### src/rtl/uart_rx_oversampled_if.sv
// Serial-side and payload-side signals of the oversampled UART receiver.
// master = the receiver, slave = the line driver / payload consumer.
interface uart_rx_oversampled_if #(
    parameter int unsigned DATA_BITS = 8
);
    logic                 rx;
    logic                 sample_tick;
    logic [DATA_BITS-1:0] data_out;
    logic                 data_valid;
    logic                 parity_err;
    logic                 frame_err;
    logic                 busy;

    modport master (
        input  rx, sample_tick,
        output data_out, data_valid, parity_err, frame_err, busy
    );

    modport slave (
        output rx, sample_tick,
        input  data_out, data_valid, parity_err, frame_err, busy
    );
endinterface

### src/rtl/uart_rx_oversampled.sv
// Parametrised oversampling UART receiver: 2-FF synchroniser, 3-sample majority vote,
// false-start rejection, parity/framing flags and break recovery.
module uart_rx_oversampled #(
    parameter int unsigned DATA_BITS   = 8,
    parameter int unsigned OVERSAMPLE  = 16,
    parameter int unsigned PARITY_MODE = 0,
    parameter int unsigned STOP_BITS   = 1
) (
    input  logic                  clk_50MHz,
    input  logic                  reset_n,
    uart_rx_oversampled_if.master bus
);
    localparam int unsigned TW = $clog2(OVERSAMPLE);
    localparam int unsigned M  = OVERSAMPLE / 2;
    localparam int unsigned BW = $clog2(DATA_BITS + 1);

    localparam logic [TW-1:0] T_V0  = TW'(M - 1);
    localparam logic [TW-1:0] T_V1  = TW'(M);
    localparam logic [TW-1:0] T_V2  = TW'(M + 1);
    localparam logic [TW-1:0] T_END = TW'(OVERSAMPLE - 1);

    typedef enum logic [2:0] {IDLE, START, DATA, PARITY, STOP, WAIT_HIGH} state_t;

    state_t               state;
    logic                 rx_meta, rx_s;
    logic [TW-1:0]        tick_cnt;
    logic [BW-1:0]        bit_cnt;
    logic [DATA_BITS-1:0] shift_reg;
    logic                 samp0, samp1;
    logic                 pe_pend, fe_pend;
    logic [DATA_BITS-1:0] data_out_q;
    logic                 data_valid_q, parity_err_q, frame_err_q, busy_q;

    logic vote, at_vote, at_end, stop_fail, par_bad;

    always_comb begin
        vote      = (samp0 & samp1) | (samp0 & rx_s) | (samp1 & rx_s);
        at_vote   = bus.sample_tick && (tick_cnt == T_V2);
        at_end    = bus.sample_tick && (tick_cnt == T_END);
        stop_fail = fe_pend | ~vote;
        par_bad   = 1'b0;
        if (PARITY_MODE == 2)
            par_bad = (^shift_reg) != vote;
        else if (PARITY_MODE == 1)
            par_bad = (^shift_reg) == vote;
    end

    always_ff @(posedge clk_50MHz or negedge reset_n) begin
        if (!reset_n) begin
            state        <= IDLE;
            rx_meta      <= 1'b1;
            rx_s         <= 1'b1;
            tick_cnt     <= '0;
            bit_cnt      <= '0;
            shift_reg    <= '0;
            samp0        <= 1'b1;
            samp1        <= 1'b1;
            pe_pend      <= 1'b0;
            fe_pend      <= 1'b0;
            data_out_q   <= '0;
            data_valid_q <= 1'b0;
            parity_err_q <= 1'b0;
            frame_err_q  <= 1'b0;
            busy_q       <= 1'b0;
        end else begin
            rx_meta      <= bus.rx;
            rx_s         <= rx_meta;
            data_valid_q <= 1'b0;

            if (state != IDLE && state != WAIT_HIGH && bus.sample_tick) begin
                tick_cnt <= (tick_cnt == T_END) ? '0 : tick_cnt + TW'(1);
                if (tick_cnt == T_V0) samp0 <= rx_s;
                if (tick_cnt == T_V1) samp1 <= rx_s;
            end

            case (state)
                IDLE: begin
                    if (!rx_s) begin
                        state    <= START;
                        tick_cnt <= '0;
                        bit_cnt  <= '0;
                        pe_pend  <= 1'b0;
                        fe_pend  <= 1'b0;
                        busy_q   <= 1'b1;
                    end
                end
                START: begin
                    if (at_vote && vote) begin
                        state  <= IDLE;
                        busy_q <= 1'b0;
                    end else if (at_end) begin
                        state   <= DATA;
                        bit_cnt <= '0;
                    end
                end
                DATA: begin
                    if (at_vote) begin
                        shift_reg <= {vote, shift_reg[DATA_BITS-1:1]};
                        bit_cnt   <= bit_cnt + BW'(1);
                    end
                    if (at_end && bit_cnt == BW'(DATA_BITS)) begin
                        bit_cnt <= '0;
                        state   <= (PARITY_MODE != 0) ? PARITY : STOP;
                    end
                end
                PARITY: begin
                    if (at_vote) pe_pend <= par_bad;
                    if (at_end) begin
                        bit_cnt <= '0;
                        state   <= STOP;
                    end
                end
                STOP: begin
                    // Last stop bit completes at mid-bit so the next start edge is never missed.
                    if (at_vote) begin
                        if (bit_cnt == BW'(STOP_BITS - 1)) begin
                            data_out_q   <= shift_reg;
                            parity_err_q <= pe_pend;
                            frame_err_q  <= stop_fail;
                            data_valid_q <= 1'b1;
                            state        <= stop_fail ? WAIT_HIGH : IDLE;
                            busy_q       <= stop_fail;
                        end else begin
                            fe_pend <= stop_fail;
                            bit_cnt <= bit_cnt + BW'(1);
                        end
                    end
                end
                WAIT_HIGH: begin
                    if (rx_s) begin
                        state  <= IDLE;
                        busy_q <= 1'b0;
                    end
                end
                default: begin
                    state  <= IDLE;
                    busy_q <= 1'b0;
                end
            endcase
        end
    end

    assign bus.data_out   = data_out_q;
    assign bus.data_valid = data_valid_q;
    assign bus.parity_err = parity_err_q;
    assign bus.frame_err  = frame_err_q;
    assign bus.busy       = busy_q;
endmodule

### src/flat_wrapper.sv
// flat-port wrapper written by rule: the top's interface ports become plain ports
module uart_rx_oversampled_flat 
#(
    parameter int unsigned DATA_BITS   = 8,
    parameter int unsigned OVERSAMPLE  = 16,
    parameter int unsigned PARITY_MODE = 0,
    parameter int unsigned STOP_BITS   = 1
)
  (clk_50MHz, reset_n, bus_rx, bus_sample_tick, bus_data_out, bus_data_valid, bus_parity_err, bus_frame_err, bus_busy);
  uart_rx_oversampled_if #(.DATA_BITS(DATA_BITS)) bus_i ();
  input  logic clk_50MHz;
  input  logic reset_n;
  input wire logic [$bits(bus_i.rx)-1:0] bus_rx;
  input wire logic [$bits(bus_i.sample_tick)-1:0] bus_sample_tick;
  output wire logic [$bits(bus_i.data_out)-1:0] bus_data_out;
  output wire logic [$bits(bus_i.data_valid)-1:0] bus_data_valid;
  output wire logic [$bits(bus_i.parity_err)-1:0] bus_parity_err;
  output wire logic [$bits(bus_i.frame_err)-1:0] bus_frame_err;
  output wire logic [$bits(bus_i.busy)-1:0] bus_busy;
  assign bus_i.rx = bus_rx;
  assign bus_i.sample_tick = bus_sample_tick;
  assign bus_data_out = bus_i.data_out;
  assign bus_data_valid = bus_i.data_valid;
  assign bus_parity_err = bus_i.parity_err;
  assign bus_frame_err = bus_i.frame_err;
  assign bus_busy = bus_i.busy;
  uart_rx_oversampled #(.DATA_BITS(DATA_BITS), .OVERSAMPLE(OVERSAMPLE), .PARITY_MODE(PARITY_MODE), .STOP_BITS(STOP_BITS)) u_core (.clk_50MHz(clk_50MHz), .reset_n(reset_n), .bus(bus_i));
endmodule
### config.mk
export PLATFORM = sky130hd
export DESIGN_NAME = uart_rx_oversampled_flat
export DESIGN_NICKNAME = d
export VERILOG_FILES = /design/src/rtl/uart_rx_oversampled_if.sv /design/src/rtl/uart_rx_oversampled.sv /design/src/flat_wrapper.sv
export SDC_FILE = /design/constraint.sdc
export NUM_CORES = 1
export LEC_CHECK = 0
export CAP_MARGIN = 20
export CORE_ASPECT_RATIO = 1.2
export CORE_MARGIN = 3
export CORE_UTILIZATION = 45
export DETAILED_ROUTE_END_ITERATION = 10
export SYNTH_ARGS = -nofsm -noshare
export SYNTH_HDL_FRONTEND = slang
export SYNTH_SLANG_ARGS = --single-unit
### constraint.sdc
create_clock -name clk_50MHz -period 3.8 [get_ports clk_50MHz]
set_input_delay 0.57 -clock clk_50MHz [delete_from_list [all_inputs] [get_ports clk_50MHz]]
set_output_delay 0.57 -clock clk_50MHz [all_outputs]
set_load 0.05 [all_outputs]
**After elaboration in Yosys (flattened, before gate mapping)**

Cells that the tools add are included.

- Input bits: 4
- RAM bits: 0
- Bits in latches: 0
- Bits in read-only memories: 0
- Output and inout port bits: 12
- Logic and storage cells: 107
- Memories kept: 0
- Register bits: 37

- Equality and inequality tests: 23
- $lt $le $gt $ge: 0
- Divide/modulo/power cells: 0
- Bitwise operators: 8
- Muxes and demuxes: 37
- Multipliers: 0
- Reductions and logical operators: 22
- Shift-type cells: 0
- $add $sub $neg: 2

Operators with widths:

| kind | number |
|---|---|
| $mux 4 | 11 |
| $mux 3 | 9 |
| $pmux 4 s5 | 1 |
| $pmux 3 s6 | 1 |
| $eq 4x4->1 const B | 4 |
| $ne 2x1->1 const B | 7 |
| $mux 1 | 12 |
| $reduce_and 6->1 | 2 |
| $add 4x1->4 const B | 2 |
| $reduce_and 7->1 | 1 |
| $eq 3x2->1 const B | 2 |
| $eq 3x3->1 const B | 2 |
| $logic_and 1x1->1 | 6 |
| $ne 2x2->1 const B | 3 |
| $ne 3x1->1 const B | 2 |
| $reduce_and 2->1 | 3 |
| $reduce_and 3->1 | 2 |
| $pmux 1 s5 | 1 |
| $reduce_bool 5->1 | 1 |
| $eq 4x3->1 const B | 1 |
| $logic_not 4->1 | 1 |
| $pmux 1 s2 | 2 |
| $reduce_and 4->1 | 1 |
| $reduce_bool 2->1 | 2 |
| 8 further kinds | 13 |

**Longest topological paths before layout**

Gate-level depths: netlist of the first run.

- Depth after elaboration: 9
- Gate-level depth with buffers: 7
- Gate-level depth less buffers: 6

**Worst setup path after synthesis of the first run**

Ideal clock, no wire load.

- Path type: register to register
- Start point: register u_core.bit_cnt[0]
- End point: register u_core.data_out_q[0], in the netlist u_core.bus.data_out[0]
- Data arrival time: 1937 ps
- Clock period less this slack: 2062 ps
- Buffers on the path: 1
- Data required time: 3675 ps
- Stages on the path, launching flop included: 7
- Path slack: 1738 ps
- Library setup time: 125 ps
- Cells stage by stage: dfrtp_1 -> inv_1 -> ha_1 -> or3b_4 -> or4_4 -> buf_6 -> mux2_4

- Cells in the longest elaborated chain, start to end: 2

RTL lines:

| item | RTL line | text |
|---|---|---|
| start: declaration | uart_rx_oversampled.sv:27 | `logic [BW-1:0] bit_cnt;` |
| start signal: assignment | uart_rx_oversampled.sv:99 | `bit_cnt <= bit_cnt + BW'(1);` |
| start signal: assignment | uart_rx_oversampled.sv:125 | `bit_cnt <= bit_cnt + BW'(1);` |
| $logic_not 4->1 | uart_rx_oversampled.sv:116 | `if (bit_cnt == BW'(STOP_BITS - 1)) begin` |
| $reduce_and 3->1 (no source line) | n/a |  |
| end signal: assignment | uart_rx_oversampled.sv:117 | `data_out_q <= shift_reg;` |
| end: declaration | uart_rx_oversampled.sv:31 | `logic [DATA_BITS-1:0] data_out_q;` |

Every way passes these cells.
A chain may end at the register's enable or synchronous reset.

**Worst setup path after layout of the first run**

Ends and elaborated chain as after synthesis.

==> results.ini, run 1 <==
[timing]
fin_setup_tns_ns = 0
rsz0062_at_grt = false
hold_violations = 0
max_freq_mhz = 463
period_share_pct = 56.9
fin_crit_ns = 2.16
skew_ns = 0.0129
final.setup.worst_slack_ns = 1.64
setup_viol = 0
slew_headroom_pct = 52.2
slew_violations = 0
tightest_slew_ns = 0.715

[hold_path]
whs_endpoint = u_core.rx_s$_DFF_PN1_
hp-class = reg2reg
hold_depth = 0
hp-start = u_core.rx_meta$_DFF_PN1_

[place]
place.gp.congestion = 0.809
port_buffers = 14
dp_hpwl_mm = 2.37
dpl_worst_slack_ns = 1.36
placed_cell_area_um2 = 1980

[synthesis]
synthesis.nets = 169
synth_area_per_cell_um2 = 11.3
yosysSeqAreaShare_pct = 48.6
ys_seq_elements = 35
synth_edf_count = 0
synthArstFlopShare_pct = 100
synth_cell_types = 50
ys_warn_count = 0
synthCells = 160
ys.flop_type = dfrtp_1
syn_area_um2 = 1810

[cells_and_area]
drive_gt1_share_pct = 20.8
final_common_cell = dfrtp_1
nNetsFinal = 181
post-route-util_pct = 56.3
syn_to_final_growth_pct = 16.5
layout_common_cells = 31 x dfrtp_1, 14 x clkdlybuf4s50_1, 12 x mux2_2
final_area_um2 = 2110
diodes = 0

[power_and_ir_drop]
switching_power_uw = 419
clkPwrFrac_pct = 31.3
power_mw = 1.27
switching_share_pct = 32.8
power.share.combinational_pct = 27.5
p_per_area_nw_per_um2 = 603
power.leakage_nw = 0.965
ir_drop_mv = 0.332
p_seq_share_pct = 41.2
p_int_uw = 856

[critical_path]
path_max_fanout = 11
ff2ff_setup_slack_ns = 1.64
r2r-start = u_core.bit_cnt[0]$_DFFE_PN0P_
crit_chain = inv_1, ha_1, or3b_4, or4_4, mux2_4
r2r_cells = 5
slowest_stage = or4_4
critPathTopFamily = simple AND/OR/NAND/NOR gates
worstSetupPathType = reg2reg
crit_required_ns = 3.97
max_stage_delay_ns = 0.62
cp.buffers_inverters = 1
crit_arrival_ns = 2.33
cp-start-kind = register
crit_path_end_kind = register
reg2reg_to = u_core.bus.data_out[0]$_DFFE_PN0P_

[outcome]
status = complete, no violations

[clock_network]
clk_latency_ns = 0.29
cts.sinks = 35
cts_tree = done
ctsResizeCount = 0
ctsRootBufferMaster = clkbuf_8
cts_buffers = 5
max-clock-path-buffers = 2
cts_setup_buffers = 0
postCtsHoldBufs = 0
clk_pin_slew_ns = 0.07
htreeDepth = 2

[routing]
viasPerCell = 5.53
drt_wl_total_mm = 3.22
top_layer = met4
drt_iter0_drc = 33
vias = 1244
wl_met3_um = 149
drc_errors = 0
antenna_left = 0
drtPass1Iterations = 4
wl_met1_mm = 1.41
wire_per_inst_um = 14.3
met2_length_mm = 1.62

[grt]
grt_pass1_wl_mm = 5.64
grt_pass1_vias = 1212
overflow = 0
antenna_found_initial = 0
gr-usage-all-layers_pct = 15.1
grt_max_degree = 21

[floorplan]
start_util_pct = 48.3
ios = 16
die_area_um2 = 4830
rows = 24
die_h_um = 75.6
die-width_um = 64.0
coreArea_um2 = 3750

[job]
drv_cap = 0

per-layer routing:
| layer | track usage (%) | vias up |
|---|---|---|
| li1 | - | 602 |
| met1 | 17.8 | 610 |
| met2 | 25.9 | 27 |
| met3 | 4.28 | 5 |
| met4 | 6.47 | 0 |
| met5 | 0 | - |
final cells by class:
cell class | count | area, um2
multi-input combinational | 104 | 842
clock inverter | 3 | 67.6
fill | 329 | 1640
tap | 52 | 65.1
clock buffer | 5 | 68.8
timing repair buffer | 15 | 148
inverter | 11 | 41.3
sequential | 35 | 881
worst max-delay path by stage:
stage	startpoint	to	cells past startpoint
2_1_floorplan	u_core.bit_cnt[0]$_DFFE_PN0P_	u_core.bus.data_out[0]$_DFFE_PN0P_	6
3_3_place_gp	bus_sample_tick	u_core.bit_cnt[0]$_DFFE_PN0P_	5
3_5_place_dp	bus_sample_tick	u_core.bit_cnt[0]$_DFFE_PN0P_	5
4_1_cts	u_core.bit_cnt[0]$_DFFE_PN0P_	u_core.bus.data_out[0]$_DFFE_PN0P_	5
5_1_grt	bus_sample_tick	u_core.bit_cnt[0]$_DFFE_PN0P_	5
6_report	u_core.bit_cnt[0]$_DFFE_PN0P_	u_core.bus.data_out[0]$_DFFE_PN0P_	5
worst reg2reg max path, delay by kind of cell (launching register included):
kind                       cells  cell delay, ns
adders and majority gates      1            0.18
buffers and inverters          1            0.07
DFF                            1            0.42
muxes                          1            0.34
and+or+nand+nor                2            1.04
cells in the mapped netlist, types with 2 or more instances:
master,instances,area [um2]
dfrtp_1,31,776
a21oi_1,9,45.0
nand2_1,5,18.8
a211oi_1,3,22.5
mux2_4,7,105
clkbuf_1,7,26.3
ha_1,5,62.6
a211o_1,2,17.5
and2_1,2,12.5
nand3_1,4,20.0
dfstp_2,4,105
a221o_1,2,20.0
mux2i_1,3,30.0
inv_1,11,41.3
a22o_1,2,17.5
o211ai_1,3,22.5
nor2_1,10,37.5
a31oi_1,2,12.5
xor2_1,2,17.5
mux2_2,12,135
o21ai_0,5,25.0
cells by family after synthesis:
family / share of synthesized area [%]
simple gates: 12.7
flops: 48.6
compound gates: 13.2
mux: 14.9
buf+inv: 5.03
fa+ha+maj: 4.00
xor+xnor: 1.45
other cells: 0.207
power groups by stage:
stage	clock network, mW	registers, mW	logic (mW)
floorplan	0	0.506	0.287
global placement	0	0.529	0.338
detailed placement	0	0.531	0.351
CTS	0.406	0.524	0.353
global route	0.419	0.541	0.398
finish	0.399	0.525	0.351
metrics by stage:
| stage | hold slack [ns] | instances |
|---|---|---|
| CTS | 0.358 | 225 |
| global placement | 0.346 | 217 |
| finish | 0.356 | 225 |
| detailed placement | 0.348 | 217 |
| floorplan | 0.274 | 160 |
| global route | 0.360 | 225 |
Power figures use the tool's default switching activity.
==> run 2, diff against run 1 <==
- PLACE_DENSITY: not set -> 0.67
- clock period: 3.8 -> 1.8 ns (I/O delays scaled with it)
==> results.ini, run 2 (same netlist as run 1, synthesis figures left out) <==
[grt]
gr-usage-all-layers_pct = 17.2
grt_pass1_wl_mm = 6.38
antenna_found_initial = 0
overflow = 0
grt_pass1_vias = 1360
grt_max_degree = 36

[clock_network]
max-clock-path-buffers = 2
ctsRootBufferMaster = clkbuf_8
cts.sinks = 35
htreeDepth = 2
postCtsHoldBufs = 0
clk_latency_ns = 0.29
cts_buffers = 5
clk_pin_slew_ns = 0.07
cts_tree = done

[timing]
period_share_pct = 114
slew_violations = 0
max_freq_mhz = 486
hold_violations = 0
tightest_slew_ns = 0.503
setup_viol = 16
final.setup.worst_slack_ns = -0.258
slew_headroom_pct = 66.4
rsz0062_at_grt = true
fin_crit_ns = 2.06
skew_ns = 0.00830

[routing]
drtPass1Iterations = 4
wire_per_inst_um = 14.7
vias = 1387
viasPerCell = 5.40
antenna_left = 0
drt_wl_total_mm = 3.78
drt_iter0_drc = 79
drc_errors = 0

[hold_path]
hold_depth = 0
hp-class = reg2reg

[critical_path]
cp.depth = 5
path_max_fanout = 6
critPathTopFamily = simple AND/OR/NAND/NOR gates
slowest_stage = or4_4
max_stage_delay_ns = 0.63
cp.buffers_inverters = 1
crit_path_end_kind = register
crit_chain = inv_2, ha_4, or3b_4, or4_4, mux2_4
cp-start-kind = register
worstSetupPathType = reg2reg
r2r_cells = 5
crit_required_ns = 1.97
crit_arrival_ns = 2.23

[floorplan]
die-width_um = 64.0
start_util_pct = 48.3
ios = 16
rows = 24
die_h_um = 75.6
coreArea_um2 = 3750
die_area_um2 = 4830

[outcome]
violations = setup timing
status = finished, violations left

[place]
dp_hpwl_mm = 2.71
dpl_worst_slack_ns = -0.303
port_buffers = 14
place_inst = 243
place.gp.congestion = 0.906

[cells_and_area]
syn_to_final_growth_pct = 32.8
layout_common_cells = 32 x buf_4, 31 x dfrtp_1, 13 x clkdlybuf4s50_1
drive_gt1_share_pct = 37.6
diodes = 0
final_common_cell = buf_4
nNetsFinal = 213
instances_no_fill = 257

[power_and_ir_drop]
power.leakage_nw = 1.13
p_per_area_nw_per_um2 = 1260
ir_drop_mv = 0.834

[job]
drv_cap = 0

==> run 2: cell types whose count changed in the layout (fill, tap and decap cells not counted), sizes merged <==
cell	before	now
clkdlybuf4s50	14	13
or4	2	3
buf	1	33
==> run 2: final timing paths <==
kind | start | to | slack, ns
hold reg to reg | u_core.rx_meta$_DFF_PN1_ | u_core.rx_s$_DFF_PN1_ | 0.36
setup / recovery | u_core.bit_cnt[1]$_DFFE_PN0P_ | u_core.bus.data_out[1]$_DFFE_PN0P_ | -0.26
min in group asynchronous | reset_n | u_core.bus.frame_err$_DFFE_PN0P_ | 0.40
hold / removal | u_core.rx_meta$_DFF_PN1_ | u_core.rx_s$_DFF_PN1_ | 0.36
setup reg to reg | u_core.bit_cnt[1]$_DFFE_PN0P_ | u_core.bus.data_out[1]$_DFFE_PN0P_ | -0.26
max in group asynchronous | reset_n | u_core.rx_meta$_DFF_PN1_ | 1.07
==> run 2: metrics by stage <==
stage | hold slack [ns] | TNS (ns) | area (um2) | utilization [%] | power (mW)
after floorplan | -0.0256 | -2.07 | 1820 | - | 1.68
after global placement | 0.346 | -3.29 | 2170 | 57.9 | 2.07
after detailed placement | 0.348 | -4.37 | 2170 | 57.9 | 2.11
after CTS | 0.358 | -2.73 | 2400 | 64.0 | 3.04
after global routing | 0.359 | -4.18 | 2410 | 64.2 | 3.21
final | 0.356 | -2.83 | 2410 | 64.2 | 3.03
==> run 2: power breakdown <==
| group | switching, mW | internal, mW | total, mW | leakage, nW |
|---|---|---|---|---|
| clock network | 0.286 | 0.552 | 0.838 | 0.0644 |
| registers | 0.100 | 0.928 | 1.03 | 0.458 |
| logic | 0.602 | 0.563 | 1.17 | 0.608 |
==> run 2: worst register-to-register path: stages (launching register included) <==
cell and delay (ns):
dfrtp_1 0.39, inv_2 0.08, ha_4 0.13, or3b_4 0.38, or4_4 0.63, mux2_4 0.33
==> run 2: cell type report <==
type                            count  area, um2
Tap cell                           52       65.1
Fill cell                         295       1340
Sequential cell                    35        881
Multi-Input combinational cell    105        905
Clock buffer                        5       68.8
Inverter                           11       41.3
Timing Repair Buffer               46        382
Clock inverter                      3       67.6
==> run 2: layer usage <==
layer	wire length (um)	vias to the layer above	track usage, %
met5	0	-	0
met4	57	0	6.47
met3	161	5	4.42
met2	1900	42	29.4
met1	1650	675	21.1
li1	-	665	-
==> run 2: repair_timing <==
action | in CTS | in global routing
gates cloned | 1 | 0
gates resized for setup | 12 | 0
setup endpoints to repair | 17 | 18
pin swaps | 8 | 0
buffers inserted | 4 | 1
==> run 3, diff against run 2 <==
- SLEW_MARGIN: not set -> 10
==> results of run 3 <==
The final DEF is identical to that of run 2; final timing and power are the same.
